File: src/rtl/psum_writeback.sv
// psum_writeback: requantises 16-lane partial-sum vectors to int8 and writes each one
// as a single 16-byte AXI4 INCR burst. Define PSUM_WB_RELU_EN to clamp negative lanes to 0.
module psum_writeback #(
  parameter int C_M_AXI_ADDR_WIDTH = 32,
  parameter int LANES              = 16,
  parameter int PSUM_W             = 24
) (
  input  logic                          clk,
  input  logic                          rst_n,
  input  logic                          start,
  input  logic [C_M_AXI_ADDR_WIDTH-1:0] base_addr,
  input  logic [15:0]                   num_rows,
  input  logic [4:0]                    shift,
  output logic                          busy,
  output logic                          done,
  output logic                          err,
  input  logic                          psum_valid,
  input  logic [LANES*PSUM_W-1:0]       psum_data,
  output logic                          psum_ready,
  output logic [C_M_AXI_ADDR_WIDTH-1:0] m_axi_awaddr,
  output logic [7:0]                    m_axi_awlen,
  output logic [2:0]                    m_axi_awsize,
  output logic [1:0]                    m_axi_awburst,
  output logic                          m_axi_awvalid,
  input  logic                          m_axi_awready,
  output logic [31:0]                   m_axi_wdata,
  output logic [3:0]                    m_axi_wstrb,
  output logic                          m_axi_wlast,
  output logic                          m_axi_wvalid,
  input  logic                          m_axi_wready,
  input  logic [1:0]                    m_axi_bresp,
  input  logic                          m_axi_bvalid,
  output logic                          m_axi_bready
);

  localparam int AW = C_M_AXI_ADDR_WIDTH;
  localparam logic signed [PSUM_W-1:0] SAT_HI = PSUM_W'(127);
  localparam logic signed [PSUM_W-1:0] SAT_LO = PSUM_W'(-128);

  typedef enum logic [2:0] {IDLE, CAPTURE, ADDR, DATA, RESP, FIN} state_t;

  state_t                 state_q, state_d;
  logic [AW-1:0]          base_q, base_d;
  logic [15:0]            rows_q, rows_d;
  logic [4:0]             shift_q, shift_d;
  logic [15:0]            row_idx_q, row_idx_d;
  logic [1:0]             beat_q, beat_d;
  logic                   err_q, err_d;
  logic [LANES-1:0][7:0]  quant_q, quant_d;
  logic [LANES-1:0][7:0]  lane_sat;
  logic [31:0]            beat_word;
  logic [AW-1:0]          awaddr_calc;
  logic                   last_row;

  // Per-lane arithmetic shift followed by int8 saturation of the incoming vector.
  for (genvar gi = 0; gi < LANES; gi++) begin : g_lane
    logic signed [PSUM_W-1:0] lane_raw;
    logic signed [PSUM_W-1:0] lane_sh;
    assign lane_raw = psum_data[gi*PSUM_W +: PSUM_W];
    assign lane_sh  = lane_raw >>> shift_q;
`ifdef PSUM_WB_RELU_EN
    assign lane_sat[gi] = lane_sh[PSUM_W-1] ? 8'h00 :
                          (lane_sh > SAT_HI) ? 8'h7F : lane_sh[7:0];
`else
    assign lane_sat[gi] = (lane_sh > SAT_HI) ? 8'h7F :
                          (lane_sh < SAT_LO) ? 8'h80 : lane_sh[7:0];
`endif
  end

  // Beat b carries lanes 4b..4b+3, lowest lane in the lowest byte.
  for (genvar gi = 0; gi < 4; gi++) begin : g_pack
    assign beat_word[gi*8 +: 8] = quant_q[{beat_q, 2'(gi)}];
  end

  assign awaddr_calc = base_q + (AW'(row_idx_q) << 4);
  assign last_row    = ({1'b0, row_idx_q} + 17'd1) >= {1'b0, rows_q};

  always_ff @(posedge clk) begin
    if (!rst_n) begin
      state_q <= IDLE;
    end else begin
      state_q <= state_d;
    end
  end

  always_comb begin
    state_d = state_q;
    case (state_q)
      IDLE:    if (start) state_d = (num_rows == 16'd0) ? FIN : CAPTURE;
      CAPTURE: if (psum_valid) state_d = ADDR;
      ADDR:    if (m_axi_awready) state_d = DATA;
      DATA:    if (m_axi_wready && (beat_q == 2'd3)) state_d = RESP;
      RESP:    if (m_axi_bvalid) state_d = last_row ? FIN : CAPTURE;
      FIN:     state_d = IDLE;
      default: state_d = IDLE;
    endcase
  end

  always_comb begin
    busy          = 1'b0;
    done          = 1'b0;
    psum_ready    = 1'b0;
    m_axi_awvalid = 1'b0;
    m_axi_awaddr  = '0;
    m_axi_wvalid  = 1'b0;
    m_axi_wstrb   = 4'h0;
    m_axi_wlast   = 1'b0;
    m_axi_wdata   = 32'h0;
    m_axi_bready  = 1'b0;
    case (state_q)
      CAPTURE: begin
        busy       = 1'b1;
        psum_ready = 1'b1;
      end
      ADDR: begin
        busy          = 1'b1;
        m_axi_awvalid = 1'b1;
        m_axi_awaddr  = awaddr_calc;
      end
      DATA: begin
        busy         = 1'b1;
        m_axi_wvalid = 1'b1;
        m_axi_wstrb  = 4'hF;
        m_axi_wdata  = beat_word;
        m_axi_wlast  = (beat_q == 2'd3);
      end
      RESP: begin
        busy         = 1'b1;
        m_axi_bready = 1'b1;
      end
      FIN:     done = 1'b1;
      default: ;
    endcase
  end

  assign m_axi_awlen   = 8'd3;
  assign m_axi_awsize  = 3'd2;
  assign m_axi_awburst = 2'b01;
  assign err           = err_q;

  always_comb begin
    base_d    = base_q;
    rows_d    = rows_q;
    shift_d   = shift_q;
    row_idx_d = row_idx_q;
    beat_d    = beat_q;
    err_d     = err_q;
    quant_d   = quant_q;
    case (state_q)
      IDLE: begin
        if (start) begin
          base_d    = base_addr & ~AW'(4'hF);
          rows_d    = num_rows;
          shift_d   = shift;
          row_idx_d = 16'd0;
          err_d     = 1'b0;
        end
      end
      CAPTURE: begin
        if (psum_valid) begin
          quant_d = lane_sat;
          beat_d  = 2'd0;
        end
      end
      DATA: begin
        if (m_axi_wready) beat_d = beat_q + 2'd1;
      end
      RESP: begin
        // A bad response is recorded but the job carries on to the last row.
        if (m_axi_bvalid) begin
          row_idx_d = row_idx_q + 16'd1;
          if (m_axi_bresp != 2'b00) err_d = 1'b1;
        end
      end
      default: ;
    endcase
  end

  always_ff @(posedge clk) begin
    if (!rst_n) begin
      base_q    <= '0;
      rows_q    <= 16'd0;
      shift_q   <= 5'd0;
      row_idx_q <= 16'd0;
      beat_q    <= 2'd0;
      err_q     <= 1'b0;
      quant_q   <= '0;
    end else begin
      base_q    <= base_d;
      rows_q    <= rows_d;
      shift_q   <= shift_d;
      row_idx_q <= row_idx_d;
      beat_q    <= beat_d;
      err_q     <= err_d;
      quant_q   <= quant_d;
    end
  end

endmodule

File: config.mk
export PLATFORM = sky130hd
export DESIGN_NAME = psum_writeback
export DESIGN_NICKNAME = d
export VERILOG_FILES = /design/src/rtl/psum_writeback.sv
export SDC_FILE = /design/constraint.sdc
export NUM_CORES = 2
export LEC_CHECK = 0
export ABC_AREA = 1
export BUFFER_PORTS_ARGS = -buffer_cell sky130_fd_sc_hd__buf_2
export CAP_MARGIN = 20
export CORE_MARGIN = 2
export CORE_UTILIZATION = 45
export DETAILED_ROUTE_END_ITERATION = 12
export HOLD_SLACK_MARGIN = 0.02
export PLACE_DENSITY_LB_ADDON = 0.15
export SLEW_MARGIN = 20
export SYNTH_ARGS = -nofsm -noshare
export SYNTH_HDL_FRONTEND = slang
export SYNTH_SLANG_ARGS = --single-unit
export TNS_END_PERCENT = 100
File: constraint.sdc
create_clock -name clk -period 6.9 [get_ports clk]
set_clock_uncertainty 0.05 [all_clocks]
set_input_delay 1.035 -clock clk [delete_from_list [all_inputs] [get_ports clk]]
set_output_delay 1.035 -clock clk [all_outputs]
set_load 0.005 [all_outputs]
==> flow_summary.toml <==
[outcome]
status = "finished clean"

[worst_setup_path]
cp_max_fo = 23
critPathLaunch = "state_q[1]"
start_kind = "register"
required_ps = 5810
crit_end = "m_axi_wdata[13]"
critPathCaptureType = "primary output"
cp_slowest_cell = "nor3_1"
crit_buf_inv = 4
critPathMaxStageDelay_ps = 690
reg2regPathDepth = 10
r2r_start = "shift_q[0]"
worstPathCellList = "inv_1, nor3_1, clkinv_1, buf_4, a21oi_1, buf_2"
r2r_slack_ps = 2750
cp.depth = 6
reg2reg_to = "quant_q[96]"
cp.arrival_ps = 3600
crit_family = "buffers and inverters"
criticalPathCategory = "register to primary output"

[floorplan]
rows = 96
die-area_um2 = 71500
core_um2 = 68600
dieWidth_um = 267
initial_core_util_pct = 45.5
chipHeight_um = 267
ios = 535

[routing]
drc = 0
wl_per_cell_um = 22.1
final_antenna_net_count = 0
viasPerCell = 5.86
totalWireLength_um = 162000
num_vias = 42894
drt-pass1-iter-count = 6
drtIter0Drc = 5292

[job]
maxCapViolCount = 0

[clock_tree]
cts_sinks = 199
cts_buffer_depth = 2
numCtsBuffers = 17
cts.repair.resized = 0
tritoncts = "yes"
path_clk_slew_ps = 90
clk_latency_ps = 480
root_buffer = "clkbuf_16"
cts_setup_buffers = 0
ctsHoldBuffers = 0
htreeDepth = 4

[power]
leakagePower_nw = 17.2
internal_power_w = 0.00468
comb_power_share_pct = 78.9
pwr-share-clk_pct = 9.0
power_frac_seq_pct = 12.1
p_sw_w = 0.00762
ir_drop_mv = 0.317
power.density_nw_per_um2 = 362
swShare_pct = 62.0

[final_layout]
drive_above_1_share_pct = 10.2
fin_nets = 6835
final_util_pct = 49.6
n_fill_cell = 7912
syn2layout_area_growth_pct = 8.94
multiInputGateArea_um2 = 24100
sequential_cell_area_um2 = 4000

[timing]
worst_pin_slew_ps = 1210
period_share_pct = 67.9
hold_violations = 0
drv_slew = 0
rsz0062_at_grt = "no"
fin_ws_ps = 2210
fin_tns_setup_ps = 0
clock.fmax_mhz = 213
fin_crit_ps = 4690
whs_ps = 413
relSlewSlack_pct = 18.7
setup_viol = 0

[synth]
syn_inst = 6214
synth-seq-area-share_pct = 12.8
synth_edf_count = 0
synth_flop_cell = "dfxtp_1"
postSynth.asyncResetShare_pct = 0
yosys_warnings = 0
synth_area_um2 = 31200
synth_cell_types = 57
synth_area_per_cell_um2 = 5.02
ys_ff_latch = 199

[global_routing]
antenna_found_initial = 35
grt_pass1_wl_um = 236000
grt_pass1_vias = 37994
overflow = 0
grt_usage_pct = 43.8
grt_max_degree = 171

[place]
place.gp.congestion = 1.09
io_buffers = 513
dp_hpwl_um = 126000
place_ws_ps = 2960

[worst_hold_path]
min_path_type = "register to register"
Yosys cell counts (all sizes together), types with 5 or more instances:
master | n | area [um^2]
nor3 | 27 | 140
xnor2 | 6 | 52.6
inv | 235 | 887
o21a | 8 | 60.1
mux2i | 31 | 310
a221oi | 15 | 131
xor2 | 16 | 140
a21boi | 6 | 45.1
and2 | 14 | 87.6
buf | 298 | 1670
nand4 | 36 | 225
nand3 | 1111 | 5560
ha | 34 | 425
a21oi | 525 | 2670
nand2 | 2516 | 9480
nor4 | 10 | 62.6
a31oi | 9 | 56.3
nand3b | 13 | 97.6
nor2 | 479 | 1810
a32o | 5 | 50.1
o211ai | 37 | 283
o31ai | 7 | 52.6
o21ai | 303 | 1520
o22ai | 7 | 43.8
a211oi | 67 | 503
or2 | 11 | 68.8
dfxtp | 199 | 3980
clkbuf | 166 | 623
per-layer routing:
layer | share of wire [%] | vias to the layer above | GRT usage [%]
li1 | - | 20880 | -
met1 | 39 | 19332 | 53.0
met2 | 41 | 2238 | 64.1
met3 | 9.3 | 432 | 8.67
met4 | 11 | 12 | 42.8
met5 | 0.043 | - | 0
area by class of cell:
type / count / area share, %
diodes: 20 / 0.147
clock buffers: 18 / 1.32
clock inverters: 14 / 0.515
inverters: 237 / 2.71
multi-input cells: 5329 / 71.0
flip-flops and latches: 199 / 11.8
well taps: 931 / 3.43
repair buffers: 570 / 9.11
worst min path at each step:
| stage | startpoint | end | slack, ps | cells past startpoint |
|---|---|---|---|---|
| after floorplan | rows_q[10] | rows_q[10] | 390 | 2 |
| after global placement | quant_q[32] | quant_q[32] | 400 | 2 |
| after detailed placement | quant_q[63] | quant_q[63] | 400 | 2 |
| after CTS | quant_q[105] | quant_q[105] | 410 | 2 |
| after global routing | quant_q[118] | quant_q[118] | 430 | 2 |
| final | quant_q[110] | quant_q[110] | 410 | 2 |
metrics by stage:
stage	power (W)	area [um^2]	instances
2_1_floorplan	0.00839	31300	6229
3_3_place_gp	0.0109	33300	7266
3_5_place_dp	0.0109	33300	7266
4_1_cts	0.0120	33900	7298
5_1_grt	0.0134	34000	7312
6_report	0.0123	34000	7318
state kept, by name, summed over array words and instances, names as in the netlist:
register	count
base_q	28
beat_q	2
err	1
quant_q	128
row_idx_q	16
rows_q	16
shift_q	5
state_q	3
tightest hold or removal path, delay by kind of cell (launching register included):
family             cells  cell delay (ps)
and+or+nand+nor        1               60
AOI/OAI and AO/OA      1               50
DFF                    1              310
cell families (layout without fill, tap and decap cells):
family,after synthesis,after routing,synth area share (%)
XOR/XNOR,22,22,0.617
multiplexers,31,31,0.994
flip-flops,199,199,12.8
AND/OR/NAND/NOR,4220,4220,56.2
buffers and inverters,701,839,10.2
other,2,37,0.0241
adder cells (fa/ha/maj),35,35,1.43
AO/OA/AOI/OAI,1004,1004,17.7
power groups by stage:
| stage | sequential, W | clock, W | combinational (W) |
|---|---|---|---|
| after global routing | 0.00150 | 0.00116 | 0.0107 |
| after floorplan | 0.00140 | 0 | 0.00699 |
| after detailed placement | 0.00151 | 0 | 0.00938 |
| after CTS | 0.00148 | 0.00112 | 0.00942 |
| final | 0.00149 | 0.00111 | 0.00971 |
| after global placement | 0.00150 | 0 | 0.00939 |
cell usage in the layout (no fill, tap or decap), types with 8 or more instances in the layout:
master	count
conb_1	17
mux2i_1	31
and2_1	12
nor4_1	10
inv_1	226
nor2_1	474
clkbuf_16	18
nand3_1	1111
a211oi_1	67
xor2_1	16
nand2_2	14
diode_2	20
buf_4	49
a221oi_1	15
nor3_1	25
o211ai_1	36
dfxtp_1	195
a31oi_1	9
nand2_1	2501
buf_12	8
ha_1	34
o21ai_0	275
a21oi_1	521
nand3b_1	13
nand4_1	36
buf_2	513
o21ai_1	28
o21a_1	8
(Power assumes the default switching activity.)
